## src/rtl/instr_queue.sv

```systemverilog
// instr_queue: fetch front end between the instruction cache and the decoder.
// It generates sequential fetch PCs, buffers the returned words in a circular
// FIFO, and issues one word per cycle while the ROB has room. A ROB exception
// flushes everything and restarts fetch at the redirect PC.
//
//   state     | meaning
//   ----------+-------------------------------------------------------------
//   S_IDLE    | no request outstanding; request next word when room exists
//   S_WAIT    | request outstanding; returned word is enqueued
//   S_DISCARD | request outstanding but flushed; returned word is dropped
module instr_queue #(
  parameter int          QueueLength   = 16,
  parameter int          PointerLength = 3,
  parameter logic [31:0] ResetPc       = 32'h0000_0000
) (
  input  logic        clk,
  input  logic        rst,
  input  logic        is_ready_from_rob,
  input  logic        is_exception_from_rob,
  input  logic [31:0] pc_from_rob,
  input  logic        is_valid_from_ic,
  input  logic [31:0] instr_from_ic,
  output logic        is_fetch_to_ic,
  output logic [31:0] pc_to_ic,
  output logic        is_empty_to_dc,
  output logic [31:0] instr_to_dc,
  output logic [31:0] pc_to_dc
);

  localparam int CountWidth = PointerLength + 2;

  typedef logic [PointerLength:0] ptr_t;
  typedef logic [CountWidth-1:0]  cnt_t;

  localparam cnt_t CountMax = cnt_t'(QueueLength);

  typedef enum logic [1:0] {
    S_IDLE    = 2'd0,
    S_WAIT    = 2'd1,
    S_DISCARD = 2'd2
  } fetch_state_t;

  fetch_state_t state;
  fetch_state_t state_n;

  ptr_t        head;
  ptr_t        tail;
  cnt_t        count;
  logic [31:0] fetch_pc;

  logic [31:0] instr_storage [QueueLength];
  logic [31:0] pc_storage    [QueueLength];

  logic        flush;
  logic        full;
  logic        empty;
  logic        enq;
  logic        issue;
  logic        fetch_n;
  logic [31:0] pc_to_ic_n;

  assign flush = is_exception_from_rob;
  assign full  = (count == CountMax);
  assign empty = (count == '0);

  // A flush blocks issue; the head entry is about to be discarded anyway.
  assign issue = !empty && is_ready_from_rob && !flush;

  // Fetch FSM state register.
  always_ff @(posedge clk or negedge rst) begin
    if (!rst) begin
      state <= S_IDLE;
    end else begin
      state <= state_n;
    end
  end

  // Fetch FSM next state, request outputs and enqueue decision.
  // Room is checked only when a request is launched (no request is ever
  // outstanding in S_IDLE), so a returning word can always be written.
  always_comb begin
    state_n    = state;
    fetch_n    = is_fetch_to_ic;
    pc_to_ic_n = pc_to_ic;
    enq        = 1'b0;
    unique case (state)
      S_IDLE: begin
        if (!flush && !full) begin
          fetch_n    = 1'b1;
          pc_to_ic_n = fetch_pc;
          state_n    = S_WAIT;
        end
      end
      S_WAIT: begin
        if (is_valid_from_ic) begin
          fetch_n = 1'b0;
          enq     = !flush;
          state_n = S_IDLE;
        end else if (flush) begin
          state_n = S_DISCARD;
        end
      end
      S_DISCARD: begin
        // The request stays up with its old address until the cache answers;
        // that answer completes the handshake and is thrown away.
        if (is_valid_from_ic) begin
          fetch_n = 1'b0;
          state_n = S_IDLE;
        end
      end
      default: begin
        fetch_n = 1'b0;
        state_n = S_IDLE;
      end
    endcase
  end

  // Registered cache request outputs.
  always_ff @(posedge clk or negedge rst) begin
    if (!rst) begin
      is_fetch_to_ic <= 1'b0;
      pc_to_ic       <= 32'h0000_0000;
    end else begin
      is_fetch_to_ic <= fetch_n;
      pc_to_ic       <= pc_to_ic_n;
    end
  end

  // Next fetch address: redirect on flush, otherwise advance per accepted word.
  always_ff @(posedge clk or negedge rst) begin
    if (!rst) begin
      fetch_pc <= ResetPc;
    end else if (flush) begin
      fetch_pc <= pc_from_rob;
    end else if (enq) begin
      fetch_pc <= fetch_pc + 32'd4;
    end
  end

  // FIFO pointers and occupancy; enqueue and issue together leave count alone.
  always_ff @(posedge clk or negedge rst) begin
    if (!rst) begin
      head  <= '0;
      tail  <= '0;
      count <= '0;
    end else if (flush) begin
      head  <= '0;
      tail  <= '0;
      count <= '0;
    end else begin
      if (enq) begin
        tail <= tail + ptr_t'(1);
      end
      if (issue) begin
        head <= head + ptr_t'(1);
      end
      unique case ({enq, issue})
        2'b10:   count <= count + cnt_t'(1);
        2'b01:   count <= count - cnt_t'(1);
        default: count <= count;
      endcase
    end
  end

  // FIFO storage; contents are only meaningful between head and tail.
  always_ff @(posedge clk) begin
    if (enq) begin
      instr_storage[tail] <= instr_from_ic;
      pc_storage[tail]    <= pc_to_ic;
    end
  end

  // Decoder outputs: registered from the head; data holds when nothing issues.
  always_ff @(posedge clk or negedge rst) begin
    if (!rst) begin
      is_empty_to_dc <= 1'b1;
      instr_to_dc    <= 32'h0000_0000;
      pc_to_dc       <= 32'h0000_0000;
    end else if (issue) begin
      is_empty_to_dc <= 1'b0;
      instr_to_dc    <= instr_storage[head];
      pc_to_dc       <= pc_storage[head];
    end else begin
      is_empty_to_dc <= 1'b1;
    end
  end

endmodule
```

## config.mk

```make
export PLATFORM = sky130hd
export DESIGN_NAME = instr_queue
export DESIGN_NICKNAME = d
export VERILOG_FILES = /design/src/rtl/instr_queue.sv
export SDC_FILE = /design/constraint.sdc
export NUM_CORES = 1
export LEC_CHECK = 0
export ABC_AREA = 1
export CAP_MARGIN = 30
export CORE_ASPECT_RATIO = 0.5
export CORE_MARGIN = 3
export CORE_UTILIZATION = 35
export CTS_BUF_LIST = sky130_fd_sc_hd__clkbuf_4
export DETAILED_ROUTE_END_ITERATION = 16
export GPL_ROUTABILITY_DRIVEN = 1
export SLEW_MARGIN = 15
export SYNTH_ARGS = -nofsm -noshare
export SYNTH_HDL_FRONTEND = slang
export SYNTH_SLANG_ARGS = --single-unit
```

## constraint.sdc

```tcl
create_clock -name clk -period 4.4 [get_ports clk]
set_clock_uncertainty 0.1 [all_clocks]
set_input_delay 1.32 -clock clk [delete_from_list [all_inputs] [get_ports clk]]
set_output_delay 1.32 -clock clk [all_outputs]
set_load 0.01 [all_outputs]
```

==> run summary <==
Status -> complete, no violations
Met3 WL -> 9.965 mm
Share of cells above drive strength 1 -> 0.1327
Dpl ws -> 577.6 ps
Max-cap viol count -> 0
Largest net degree at the start of global routing -> 192
CP top delay family -> flip-flops
Die X -> 526.0 microns
Min Hold Slack -> 171.1 ps
IO Port Bufs -> 166
Yosys cell types -> 33
CTS H-Tree Depth -> 5
Cell internal pwr -> 20.64 mW
Comb pwr share -> 0.240
CP max FO -> 18
Sw Share -> 0.3295
Post-synth EDFFs -> 1024
Routed wire per std cell -> 20.34 microns
Io pins -> 167
Initial drt markers -> 3295
Final setup TNS -> 0 ps
Syn Nets -> 4208
Tot GR Track Use -> 0.1853
Switching pwr -> 10.14 mW
Post-Synth XOR/XNOR Area -> 0.002406
Final WL -> 131.4 mm
Final Hold Viols -> 0
Clk Latency, worst-skew pair -> 1170 ps
DP Wirelength -> 72.94 mm
Avg Inst Size Synth -> 11.47 sq um
Slew HR -> 0.2988
Die area -> 139900 sq um
Synth top area share -> 0.6499
Crit path time final -> 4171 ps
First-pass GRT wire length -> 197.2 mm
Ys async rst share -> 0.1240
Fin. max-slew vios -> 0
Via density -> 5.031
Crit end category -> primary output
Post-route ant nets -> 0
Initial Utilization -> 0.3563
Cell taking the most area after synthesis -> edfxtp_1
Worst path required time -> 2980 ps
RD Place Congestion -> 0.8192
Most used DFF post-synth -> edfxtp_1
Fin area -> 54950 sq um
Mux contribution to synthesized area -> 0
Reg clk slew, reported paths -> 70 ps
Ranking of synthesized cells by area -> edfxtp_1, nand2_1, dfrtp_1, nand3_1, a21oi_1
Setup ws final -> 229.0 ps
Clk root buf -> clkbuf_4
Row count -> 94
Mapped Cells -> 4126
Sequential area share after synthesis -> 0.7266
Synth Area in Adders -> 0.003596
Setup bufs post-CTS -> 0
Worst path cell trace -> clkdlybuf4s50_1
Placed cell areas -> 51240 sq um
Clock Path Buffers -> 4
Clk sinks -> 1169
Antenna violations before repair -> 4
Highest Clock Rate -> 239.8 MHz
Min-Delay Path Class -> in2async
CTS tree -> built
Crit path buffers/inverters -> 1
Vias in the first global route -> 31.70k
Synth Area in Compound Gates -> 0.02433
WL met1 -> 57.62 mm
Yosys warns -> 0
Detailed-route via count -> 32.51k
Synthesized cell area -> 47320 sq um
Largest family of logic cells by synthesized area -> simple AND/OR/NAND/NOR gates
Crit start category -> register
Num CTS Buffers -> 301
VDD IR-drop max -> 0.2879 mV
Top layer in use -> met4
Critical Path Max Stage Delay -> 820 ps
Crit path DAT -> 2750 ps
Synth top cells by count -> nand2_1, edfxtp_1, nand3_1, dfrtp_1, a21oi_1
Most numerous cell in the Yosys netlist -> nand2_1
GRT overflow -> 0
CTS resizes -> 0
Hold_buf cts -> 0
Remaining DRCs -> 0
Clock power frac -> 0.294
# nets final -> 4557
P_leak -> 20.99 nW
Setup CP Type -> reg2out
Chip Height -> 266.0 microns
Met2 wire length -> 60.93 mm
Yosys reg bits -> 1169
Fin util -> 0.4138
DRT Pass-1 Iters -> 6
Power density over the cells -> 560.2 nW/um^2
Core Footprint -> 132800 sq um
Slowest CP cell -> dfrtp_1
Area growth, synth to finish -> 16.14%
Final setup fails -> 0
Register share of total power -> 0.465
Post-Synth Simple-Gate Area -> 0.2101
Post-route clock period utilization -> 0.9480
Slew @ Worst Pin -> 1052 ps
## worst paths after layout
path                       slack, ps                startpoint                           end  depth (start not counted)
setup / recovery                 230  pc_to_ic[31]$_DFFE_PN0P_                  pc_to_ic[31]                          1
hold / removal                   170                       rst      pc_to_dc[22]$_DFFE_PN0N_                          1
setup reg to reg                1630       head[1]$_DFFE_PN0P_   instr_to_dc[10]$_DFFE_PN0N_                          7
hold reg to reg                  330  pc_to_ic[25]$_DFFE_PN0P_  pc_storage[15][25]$_DFFE_PP_                          0
max in group asynchronous       3110                       rst       fetch_pc[4]$_DFFE_PN0N_                          2
min in group clk                 330  pc_to_ic[25]$_DFFE_PN0P_  pc_storage[15][25]$_DFFE_PP_                          0
## cells in the final DEF (no fill, tap or decap), types with 2 or more instances in the layout
master,n
nand2_1,1735
edfxtp_1,1024
nand3_1,618
clkbuf_4,468
clkdlybuf4s50_1,164
dfrtp_1,141
a21oi_1,134
buf_4,72
nor2_1,49
inv_1,46
o21ai_0,43
clkinv_1,34
buf_12,34
a22oi_1,21
nor2_4,18
o21ai_1,12
ha_1,12
xor2_1,11
diode_2,9
inv_2,5
nand2_2,4
clkinv_2,3
nor2_2,3
o221ai_1,3
inv_4,3
dfrtp_4,3
o211ai_1,2
xnor2_1,2
and2_1,2
## per-layer routing
| layer | vias to the layer above | GRT usage |
|---|---|---|
| li1 | 15090 | - |
| met1 | 15880 | 0.2583 |
| met2 | 1331 | 0.2911 |
| met3 | 214 | 0.03374 |
| met4 | 0 | 0.06820 |
| met5 | - | 0 |
## logic make-up after synthesis
logic type                 count (synthesis)
AOI/OAI and AO/OA                        216
xor gates and xnor gates                  13
adders and majority gates                 13
buffers and inverters                    282
DFF                                     1169
and+or+nand+nor                         2433
## state kept, by name, summed over array words and instances, names as in the netlist, 5 cells and up
| name | cells |
|---|---|
| pc_storage | 512 |
| pc_to_ic | 32 |
| instr_storage | 512 |
| count | 5 |
| pc_to_dc | 32 |
| instr_to_dc | 32 |
| fetch_pc | 32 |
## per-stage QoR
step                      total power, mW  std cells
after global placement              21.87       5948
after detailed placement            21.99       5948
after CTS                           31.08       6454
after floorplan                     18.80       4126
final                               30.79       6463
after global routing                32.55       6463
## power groups by stage
| stage | Sequential (mW) | Combinational (mW) | Clock [mW] |
|---|---|---|---|
| 2_1_floorplan | 14.3 | 4.45 | 0 |
| 3_3_place_gp | 14.6 | 7.30 | 0 |
| 3_5_place_dp | 14.6 | 7.42 | 0 |
| 4_1_cts | 14.3 | 7.45 | 9.29 |
| 5_1_grt | 14.4 | 8.25 | 9.86 |
| 6_report | 14.3 | 7.40 | 9.06 |
## layout make-up
class	instances	area [sq um]
flip-flops and latches	1169	34390
fillers	12480	77830
repair buffers	272	2882
multi-input cells	2675	11510
well taps	1776	2222
clock buffers	468	3513
diodes	9	22.52
clock inverters	38	175.2
inverters	56	236.5
(Power assumes the default switching activity.)
